File: src/rtl/rv_ctrl_pkg.sv
// Shared control encodings for the RV32I cores: opcodes, FSM states, mux selects.
package rv_ctrl_pkg;

    localparam int unsigned OP_W = 7;
    localparam int unsigned ST_W = 4;

    // Opcodes (IR[6:0])
    localparam logic [OP_W-1:0] OP_R   = 7'b0110011;
    localparam logic [OP_W-1:0] OP_I   = 7'b0010011;
    localparam logic [OP_W-1:0] OP_LW  = 7'b0000011;
    localparam logic [OP_W-1:0] OP_SW  = 7'b0100011;
    localparam logic [OP_W-1:0] OP_B   = 7'b1100011;
    localparam logic [OP_W-1:0] OP_LUI = 7'b0110111;
    localparam logic [OP_W-1:0] OP_JAL = 7'b1101111;

    typedef enum logic [ST_W-1:0] {
        StFetch   = 4'd0,
        StDecode  = 4'd1,
        StMemAdr  = 4'd2,
        StMemRead = 4'd3,
        StMemWb   = 4'd4,
        StMemWr   = 4'd5,
        StExecR   = 4'd6,
        StExecI   = 4'd7,
        StJal     = 4'd8,
        StAluWb   = 4'd9,
        StBeq     = 4'd10,
        StLui     = 4'd11
    } state_e;

    // result_src
    localparam logic [1:0] RES_ALUOUT    = 2'b00;
    localparam logic [1:0] RES_DATA      = 2'b01;
    localparam logic [1:0] RES_ALURESULT = 2'b10;
    localparam logic [1:0] RES_IMMEXT    = 2'b11;

    // alu_src_a
    localparam logic [1:0] SRCA_PC    = 2'b00;
    localparam logic [1:0] SRCA_OLDPC = 2'b01;
    localparam logic [1:0] SRCA_RS1   = 2'b10;

    // alu_src_b
    localparam logic [1:0] SRCB_RS2  = 2'b00;
    localparam logic [1:0] SRCB_IMM  = 2'b01;
    localparam logic [1:0] SRCB_FOUR = 2'b10;

    // alu_op
    localparam logic [1:0] ALU_ADD   = 2'b00;
    localparam logic [1:0] ALU_SUB   = 2'b01;
    localparam logic [1:0] ALU_FUNCT = 2'b10;

    // imm_src
    localparam logic [2:0] IMM_I = 3'b000;
    localparam logic [2:0] IMM_S = 3'b001;
    localparam logic [2:0] IMM_B = 3'b010;
    localparam logic [2:0] IMM_J = 3'b011;
    localparam logic [2:0] IMM_U = 3'b100;

endpackage

File: src/rtl/multicycle_controller_if.sv
// Controller <-> datapath bundle: status inputs to the FSM and all control strobes/selects.
interface multicycle_controller_if;
    import rv_ctrl_pkg::*;

    logic [OP_W-1:0] op;
    logic            zero;
    logic            mem_ready;
    logic            pc_write;
    logic            adr_src;
    logic            mem_write;
    logic            ir_write;
    logic [1:0]      result_src;
    logic [1:0]      alu_src_a;
    logic [1:0]      alu_src_b;
    logic [1:0]      alu_op;
    logic [2:0]      imm_src;
    logic            reg_write;
    logic            instr_done;
    logic            illegal_op;

    modport master (
        input  op, zero, mem_ready,
        output pc_write, adr_src, mem_write, ir_write, result_src, alu_src_a, alu_src_b,
               alu_op, imm_src, reg_write, instr_done, illegal_op
    );

    modport slave (
        output op, zero, mem_ready,
        input  pc_write, adr_src, mem_write, ir_write, result_src, alu_src_a, alu_src_b,
               alu_op, imm_src, reg_write, instr_done, illegal_op
    );

endinterface

File: src/rtl/imm_src_decode.sv
// Opcode -> immediate format select; purely combinational, shared with the single-cycle core.
module imm_src_decode
    import rv_ctrl_pkg::*;
(
    input  logic [OP_W-1:0] op_i,
    output logic [2:0]      imm_src_o
);

    // Loads, I-type and anything unknown use the I format
    always_comb begin
        imm_src_o = IMM_I;
        case (op_i)
            OP_SW:   imm_src_o = IMM_S;
            OP_B:    imm_src_o = IMM_B;
            OP_JAL:  imm_src_o = IMM_J;
            OP_LUI:  imm_src_o = IMM_U;
            default: imm_src_o = IMM_I;
        endcase
    end

endmodule

File: src/rtl/multicycle_controller.sv
// Main control FSM of the multicycle RV32I core (Moore decode, mem_ready/zero-gated PC/IR).
module multicycle_controller
    import rv_ctrl_pkg::*;
(
    input  logic                   clk,
    input  logic                   rst_n,
    multicycle_controller_if.master bus
);

    state_e     state_q, state_d;
    logic       pc_we, ir_we, mem_we, reg_we, done, illegal;
    logic       adr_sel;
    logic [1:0] res_sel, srca_sel, srcb_sel, aluop_sel;

    // State register, asynchronous return to FETCH
    always_ff @(posedge clk or negedge rst_n) begin
        if (!rst_n) begin
            state_q <= StFetch;
        end else begin
            state_q <= state_d;
        end
    end

    // Next-state and output decode
    always_comb begin
        state_d   = StFetch;
        pc_we     = 1'b0;
        ir_we     = 1'b0;
        mem_we    = 1'b0;
        reg_we    = 1'b0;
        done      = 1'b0;
        illegal   = 1'b0;
        adr_sel   = 1'b0;
        res_sel   = RES_ALUOUT;
        srca_sel  = SRCA_PC;
        srcb_sel  = SRCB_RS2;
        aluop_sel = ALU_ADD;
        case (state_q)
            StFetch: begin
                srcb_sel = SRCB_FOUR;
                res_sel  = RES_ALURESULT;
                ir_we    = bus.mem_ready;
                pc_we    = bus.mem_ready;
                state_d  = bus.mem_ready ? StDecode : StFetch;
            end
            StDecode: begin
                // ALUOut captures OldPC + imm as the branch/jump target
                srca_sel = SRCA_OLDPC;
                srcb_sel = SRCB_IMM;
                case (bus.op)
                    OP_LW, OP_SW: state_d = StMemAdr;
                    OP_R:         state_d = StExecR;
                    OP_I:         state_d = StExecI;
                    OP_B:         state_d = StBeq;
                    OP_JAL:       state_d = StJal;
                    OP_LUI:       state_d = StLui;
                    default: begin
                        illegal = 1'b1;
                        state_d = StFetch;
                    end
                endcase
            end
            StMemAdr: begin
                srca_sel = SRCA_RS1;
                srcb_sel = SRCB_IMM;
                state_d  = (bus.op == OP_SW) ? StMemWr : StMemRead;
            end
            StMemRead: begin
                adr_sel = 1'b1;
                state_d = bus.mem_ready ? StMemWb : StMemRead;
            end
            StMemWb: begin
                res_sel = RES_DATA;
                reg_we  = 1'b1;
                done    = 1'b1;
            end
            StMemWr: begin
                adr_sel = 1'b1;
                mem_we  = 1'b1;
                done    = bus.mem_ready;
                state_d = bus.mem_ready ? StFetch : StMemWr;
            end
            StExecR: begin
                srca_sel  = SRCA_RS1;
                aluop_sel = ALU_FUNCT;
                state_d   = StAluWb;
            end
            StExecI: begin
                srca_sel  = SRCA_RS1;
                srcb_sel  = SRCB_IMM;
                aluop_sel = ALU_FUNCT;
                state_d   = StAluWb;
            end
            StJal: begin
                // PC <- target held in ALUOut; ALU forms OldPC + 4 for the link
                srca_sel = SRCA_OLDPC;
                srcb_sel = SRCB_FOUR;
                pc_we    = 1'b1;
                state_d  = StAluWb;
            end
            StAluWb: begin
                reg_we = 1'b1;
                done   = 1'b1;
            end
            StBeq: begin
                srca_sel  = SRCA_RS1;
                aluop_sel = ALU_SUB;
                pc_we     = bus.zero;
                done      = 1'b1;
            end
            StLui: begin
                res_sel = RES_IMMEXT;
                reg_we  = 1'b1;
                done    = 1'b1;
            end
            default: state_d = StFetch;
        endcase
    end

    // Enables are killed combinationally while reset is held
    assign bus.pc_write   = pc_we & rst_n;
    assign bus.ir_write   = ir_we & rst_n;
    assign bus.mem_write  = mem_we & rst_n;
    assign bus.reg_write  = reg_we & rst_n;
    assign bus.instr_done = done & rst_n;
    assign bus.illegal_op = illegal & rst_n;
    assign bus.adr_src    = adr_sel;
    assign bus.result_src = res_sel;
    assign bus.alu_src_a  = srca_sel;
    assign bus.alu_src_b  = srcb_sel;
    assign bus.alu_op     = aluop_sel;

    imm_src_decode u_imm_src_decode (
        .op_i      (bus.op),
        .imm_src_o (bus.imm_src)
    );

endmodule

File: src/flat_wrapper.sv
// flat-port wrapper written by rule: the top's interface ports become plain ports
module multicycle_controller_flat import rv_ctrl_pkg::*;
  (clk, rst_n, bus_op, bus_zero, bus_mem_ready, bus_pc_write, bus_adr_src, bus_mem_write, bus_ir_write, bus_result_src, bus_alu_src_a, bus_alu_src_b, bus_alu_op, bus_imm_src, bus_reg_write, bus_instr_done, bus_illegal_op);
  multicycle_controller_if bus_i ();
  input  logic clk;
  input  logic rst_n;
  input wire logic [$bits(bus_i.op)-1:0] bus_op;
  input wire logic [$bits(bus_i.zero)-1:0] bus_zero;
  input wire logic [$bits(bus_i.mem_ready)-1:0] bus_mem_ready;
  output wire logic [$bits(bus_i.pc_write)-1:0] bus_pc_write;
  output wire logic [$bits(bus_i.adr_src)-1:0] bus_adr_src;
  output wire logic [$bits(bus_i.mem_write)-1:0] bus_mem_write;
  output wire logic [$bits(bus_i.ir_write)-1:0] bus_ir_write;
  output wire logic [$bits(bus_i.result_src)-1:0] bus_result_src;
  output wire logic [$bits(bus_i.alu_src_a)-1:0] bus_alu_src_a;
  output wire logic [$bits(bus_i.alu_src_b)-1:0] bus_alu_src_b;
  output wire logic [$bits(bus_i.alu_op)-1:0] bus_alu_op;
  output wire logic [$bits(bus_i.imm_src)-1:0] bus_imm_src;
  output wire logic [$bits(bus_i.reg_write)-1:0] bus_reg_write;
  output wire logic [$bits(bus_i.instr_done)-1:0] bus_instr_done;
  output wire logic [$bits(bus_i.illegal_op)-1:0] bus_illegal_op;
  assign bus_i.op = bus_op;
  assign bus_i.zero = bus_zero;
  assign bus_i.mem_ready = bus_mem_ready;
  assign bus_pc_write = bus_i.pc_write;
  assign bus_adr_src = bus_i.adr_src;
  assign bus_mem_write = bus_i.mem_write;
  assign bus_ir_write = bus_i.ir_write;
  assign bus_result_src = bus_i.result_src;
  assign bus_alu_src_a = bus_i.alu_src_a;
  assign bus_alu_src_b = bus_i.alu_src_b;
  assign bus_alu_op = bus_i.alu_op;
  assign bus_imm_src = bus_i.imm_src;
  assign bus_reg_write = bus_i.reg_write;
  assign bus_instr_done = bus_i.instr_done;
  assign bus_illegal_op = bus_i.illegal_op;
  multicycle_controller u_core (.clk(clk), .rst_n(rst_n), .bus(bus_i));
endmodule
File: config.mk
export PLATFORM = sky130hd
export DESIGN_NAME = multicycle_controller_flat
export DESIGN_NICKNAME = d
export VERILOG_FILES = /design/src/rtl/rv_ctrl_pkg.sv /design/src/rtl/multicycle_controller_if.sv /design/src/rtl/imm_src_decode.sv /design/src/rtl/multicycle_controller.sv /design/src/flat_wrapper.sv
export SDC_FILE = /design/constraint.sdc
export NUM_CORES = 1
export LEC_CHECK = 0
export CORE_MARGIN = 5
export CORE_UTILIZATION = 43
export DETAILED_ROUTE_END_ITERATION = 10
export PLACE_DENSITY_LB_ADDON = 0.15
export SLEW_MARGIN = 20
export SYNTH_ARGS = -nofsm -noshare
export SYNTH_HDL_FRONTEND = slang
export SYNTH_SLANG_ARGS = --single-unit
File: constraint.sdc
create_clock -name clk -period 3.1 [get_ports clk]
set_clock_uncertainty 0.15 [all_clocks]
set_input_delay 0.62 -clock clk [delete_from_list [all_inputs] [get_ports clk]]
set_output_delay 0.62 -clock clk [all_outputs]
set_load 0.05 [all_outputs]
==> metrics <==
area of the multi-input gates 494.2 sq um; Setup violations, final 0; Worst R2R Setup Slack 1.48 ns; Layout area overhead 61.07%; WL/cell 12.74 um; Max Cap Viol 0; fin. max-slew vios 0; CP max FO 16; Final min period 2.959 ns; fin area 1020 sq um; io pins 29; post-CTS sizing 0; Psw 0.3844 mW; port bufs 28; Met2 Routed Length 878 um; CTS sink count 4; 1st-iter DRT viols 23; Placed Area 997.2 sq um; PD cells 680.1 nW/um^2; syn nets 105; outcome finished, final reports clean; Int Pwr 0.3091 mW; detailed-router iteration count before antenna repair 4; met1 wire length 746 um; Worst-Margin Slew 0.5123 ns; synth unique cells 36; antenna-violating nets left 0; Synth Instances 94; WL met3 107 um; Die X 48.37 um; clock power share 9.9%; Sequential Power Share 13.8%; Post-CTS Setup Inserts 0; total power draw 0.6935 mW; final global-route overflow total 0; row cnt 13; DRC violations left 0; fmax 337.9 MHz; Clk pin slew, worst setup/hold paths 0.04 ns; worst vdd ir 380.2 uV; max reg flops 4; largest net degree at the start of global routing 21; via count 769; initial antenna violation count 0; Pleak 0.3922 nW; crit path from u_core.state_q[2]; Comb pwr share 76.3%; Hold Slack 0.4955 ns; WS Path Type reg2out; GRT Total Usage 14.79%; number of global-route vias before repair 693; Skew-Pair Late Insertion Delay 0.24 ns; Max Buffers Root-to-Sink 2; Antenna diodes 0; first-pass GRT wire length 2973 um; TritonCTS Buffers 3; die height 48.37 um; final setup margin 0.1409 ns; Mapped Area 633.1 sq um; top sig layer met3; vias per cell 5.654; Final Hold Viols 0; final WL 1732 um; Hold-fix buffers, CTS 0; CP Data Required Time 2.33 ns; reg2reg start u_core.state_q[0]; placed wire-length estimate 1313 um; worst min path class in2async; final-layout fill cell count 98; final net count 134; crit end category primary output; total number of yosys warnings 0; crit path to bus_alu_op[1]; CTS root buffer clkbuf_4; Slew headroom 65.85%; H-tree depth 1; sequential cell area 100.1 sq um; cells on worst reg2reg path 5; Final Cycle Share 95.45%; Initial Util 46.90%; Mapped Avg Cell Area 6.735 sq um; Regs by FF count u_core.state_q: 4 flops; layout cells sized above 1 17.36%; pre-CTS setup slack 0.1831 ns; setup TNS 0 ns; count of state elements after synthesis 4; Largest Register u_core.state_q; die area 2340 sq um; critical path arrival 2.19 ns; Core ar. 1350 sq um; sw frac 55.43%; GP Congestion 0.8023; Worst setup SP type flop; sequential area share after synthesis 15.81%; CTS tree done; worst r2r dst u_core.state_q[0]; RSZ-0062 raised after global routing no
-- cell type report --
cell class | count | area share, %
Multi-Input combinational cell | 82 | 48.47
Timing Repair Buffer | 31 | 37.30
Sequential cell | 4 | 9.816
Clock buffer | 3 | 2.209
Tap cell | 15 | 1.840
Inverter | 1 | 0.3681
-- stage by stage --
| stage | utilization [%] | instances |
|---|---|---|
| 2_1_floorplan | - | 94 |
| 3_3_place_gp | 73.86 | 133 |
| 3_5_place_dp | 73.86 | 133 |
| 4_1_cts | 75.53 | 136 |
| 5_1_grt | 75.53 | 136 |
| 6_report | 75.53 | 136 |
-- kinds of logic after synthesis --
kind of cell / share of synthesized area, %
multiplexers: 3.360
flip-flops: 15.81
buffers and inverters: 7.114
XOR/XNOR: 6.917
AND/OR/NAND/NOR: 48.62
AO/OA/AOI/OAI: 18.18
-- how the worst min path moves through the flow --
stage                       from                end  slack [ns]  depth (start not counted)
2_1_floorplan              rst_n  u_core.state_q[0]        0.17                          0
4_1_cts                    rst_n  u_core.state_q[3]        0.50                          1
3_3_place_gp   u_core.state_q[1]  u_core.state_q[3]        0.53                          3
5_1_grt                    rst_n  u_core.state_q[0]        0.52                          1
3_5_place_dp   u_core.state_q[1]  u_core.state_q[3]        0.52                          3
6_report                   rst_n  u_core.state_q[3]        0.50                          1
-- worst max-delay path, cell delays in order, from the launching register on --
cell,delay (ns)
dfrtp_1,0.65
nor2b_1,0.30
and2_1,0.19
clkdlybuf4s50_1,0.80
-- Yosys cell counts --
cell        n  share of area (%)
mux2_2      1                1.8
inv_2       1               0.59
nand4_1     2                2.0
o22ai_1     2                2.0
a21oi_1     7                5.5
nor3_2      1                1.6
o32ai_1     1                1.4
o21ai_0     1               0.79
nand2_1    12                7.1
a2bb2oi_1   1                1.4
xnor2_1     5                6.9
and4_1      2                2.8
nor2_1     11                6.5
or2_4       1                1.4
o221ai_1    1                1.4
a211oi_1    1                1.2
nor3b_1     1                1.2
and4_2      1                1.6
and3_1      3                3.0
nor3_1      4                3.2
o21ai_1     1               0.79
buf_4       1                1.2
nor2b_1     5                4.9
clkbuf_1    2                1.2
dfrtp_1     4                 16
nor4b_1     1                1.4
a21boi_1    1                1.2
a22oi_1     1                1.2
mux2i_1     1                1.6
or3_1       1               0.99
buf_6       1                1.8
nand2b_1    5                4.9
buf_2       3                2.4
and2_1      3                3.0
a32oi_1     1                1.4
nand3_1     4                3.2
-- layout by cell type (no fill, tap or decap) --
| cell | instances |
|---|---|
| clkdlybuf4s50_1 | 19 |
| nand2_1 | 12 |
| nor2_1 | 11 |
| buf_12 | 8 |
| a21oi_1 | 7 |
| nand2b_1 | 5 |
| nor2b_1 | 5 |
| xnor2_1 | 5 |
| nand3_1 | 4 |
| nor3_1 | 4 |
| buf_4 | 4 |
| dfrtp_1 | 4 |
| and2_1 | 3 |
| and3_1 | 3 |
| clkbuf_4 | 3 |
| o22ai_1 | 2 |
| nand4_1 | 2 |
| and4_1 | 2 |
| or3_1 | 1 |
| or2_4 | 1 |
| nor3_2 | 1 |
| o21ai_0 | 1 |
| inv_2 | 1 |
| a32oi_1 | 1 |
| mux2_2 | 1 |
| a22oi_1 | 1 |
| o221ai_1 | 1 |
| mux2i_1 | 1 |
| nor3b_1 | 1 |
| a2bb2oi_1 | 1 |
| o21ai_1 | 1 |
| a211oi_1 | 1 |
| and4_2 | 1 |
| nor4b_2 | 1 |
| a21boi_1 | 1 |
| o32ai_1 | 1 |
-- layer usage --
metal  global-route usage, %  up-vias
met2                   23.91       35
met5                       0        -
met3                   3.058        0
met4                   6.912        0
li1                        -      389
met1                   18.42      345
-- power groups by stage --
stage / logic [mW] / registers, mW / clock network [mW]
2_1_floorplan: 0.393 / 0.0695 / 0
3_3_place_gp: 0.523 / 0.0948 / 0
3_5_place_dp: 0.529 / 0.0945 / 0
4_1_cts: 0.532 / 0.0941 / 0.0679
5_1_grt: 0.565 / 0.0984 / 0.0705
6_report: 0.529 / 0.0956 / 0.0688
Power figures use the tool's default switching activity.
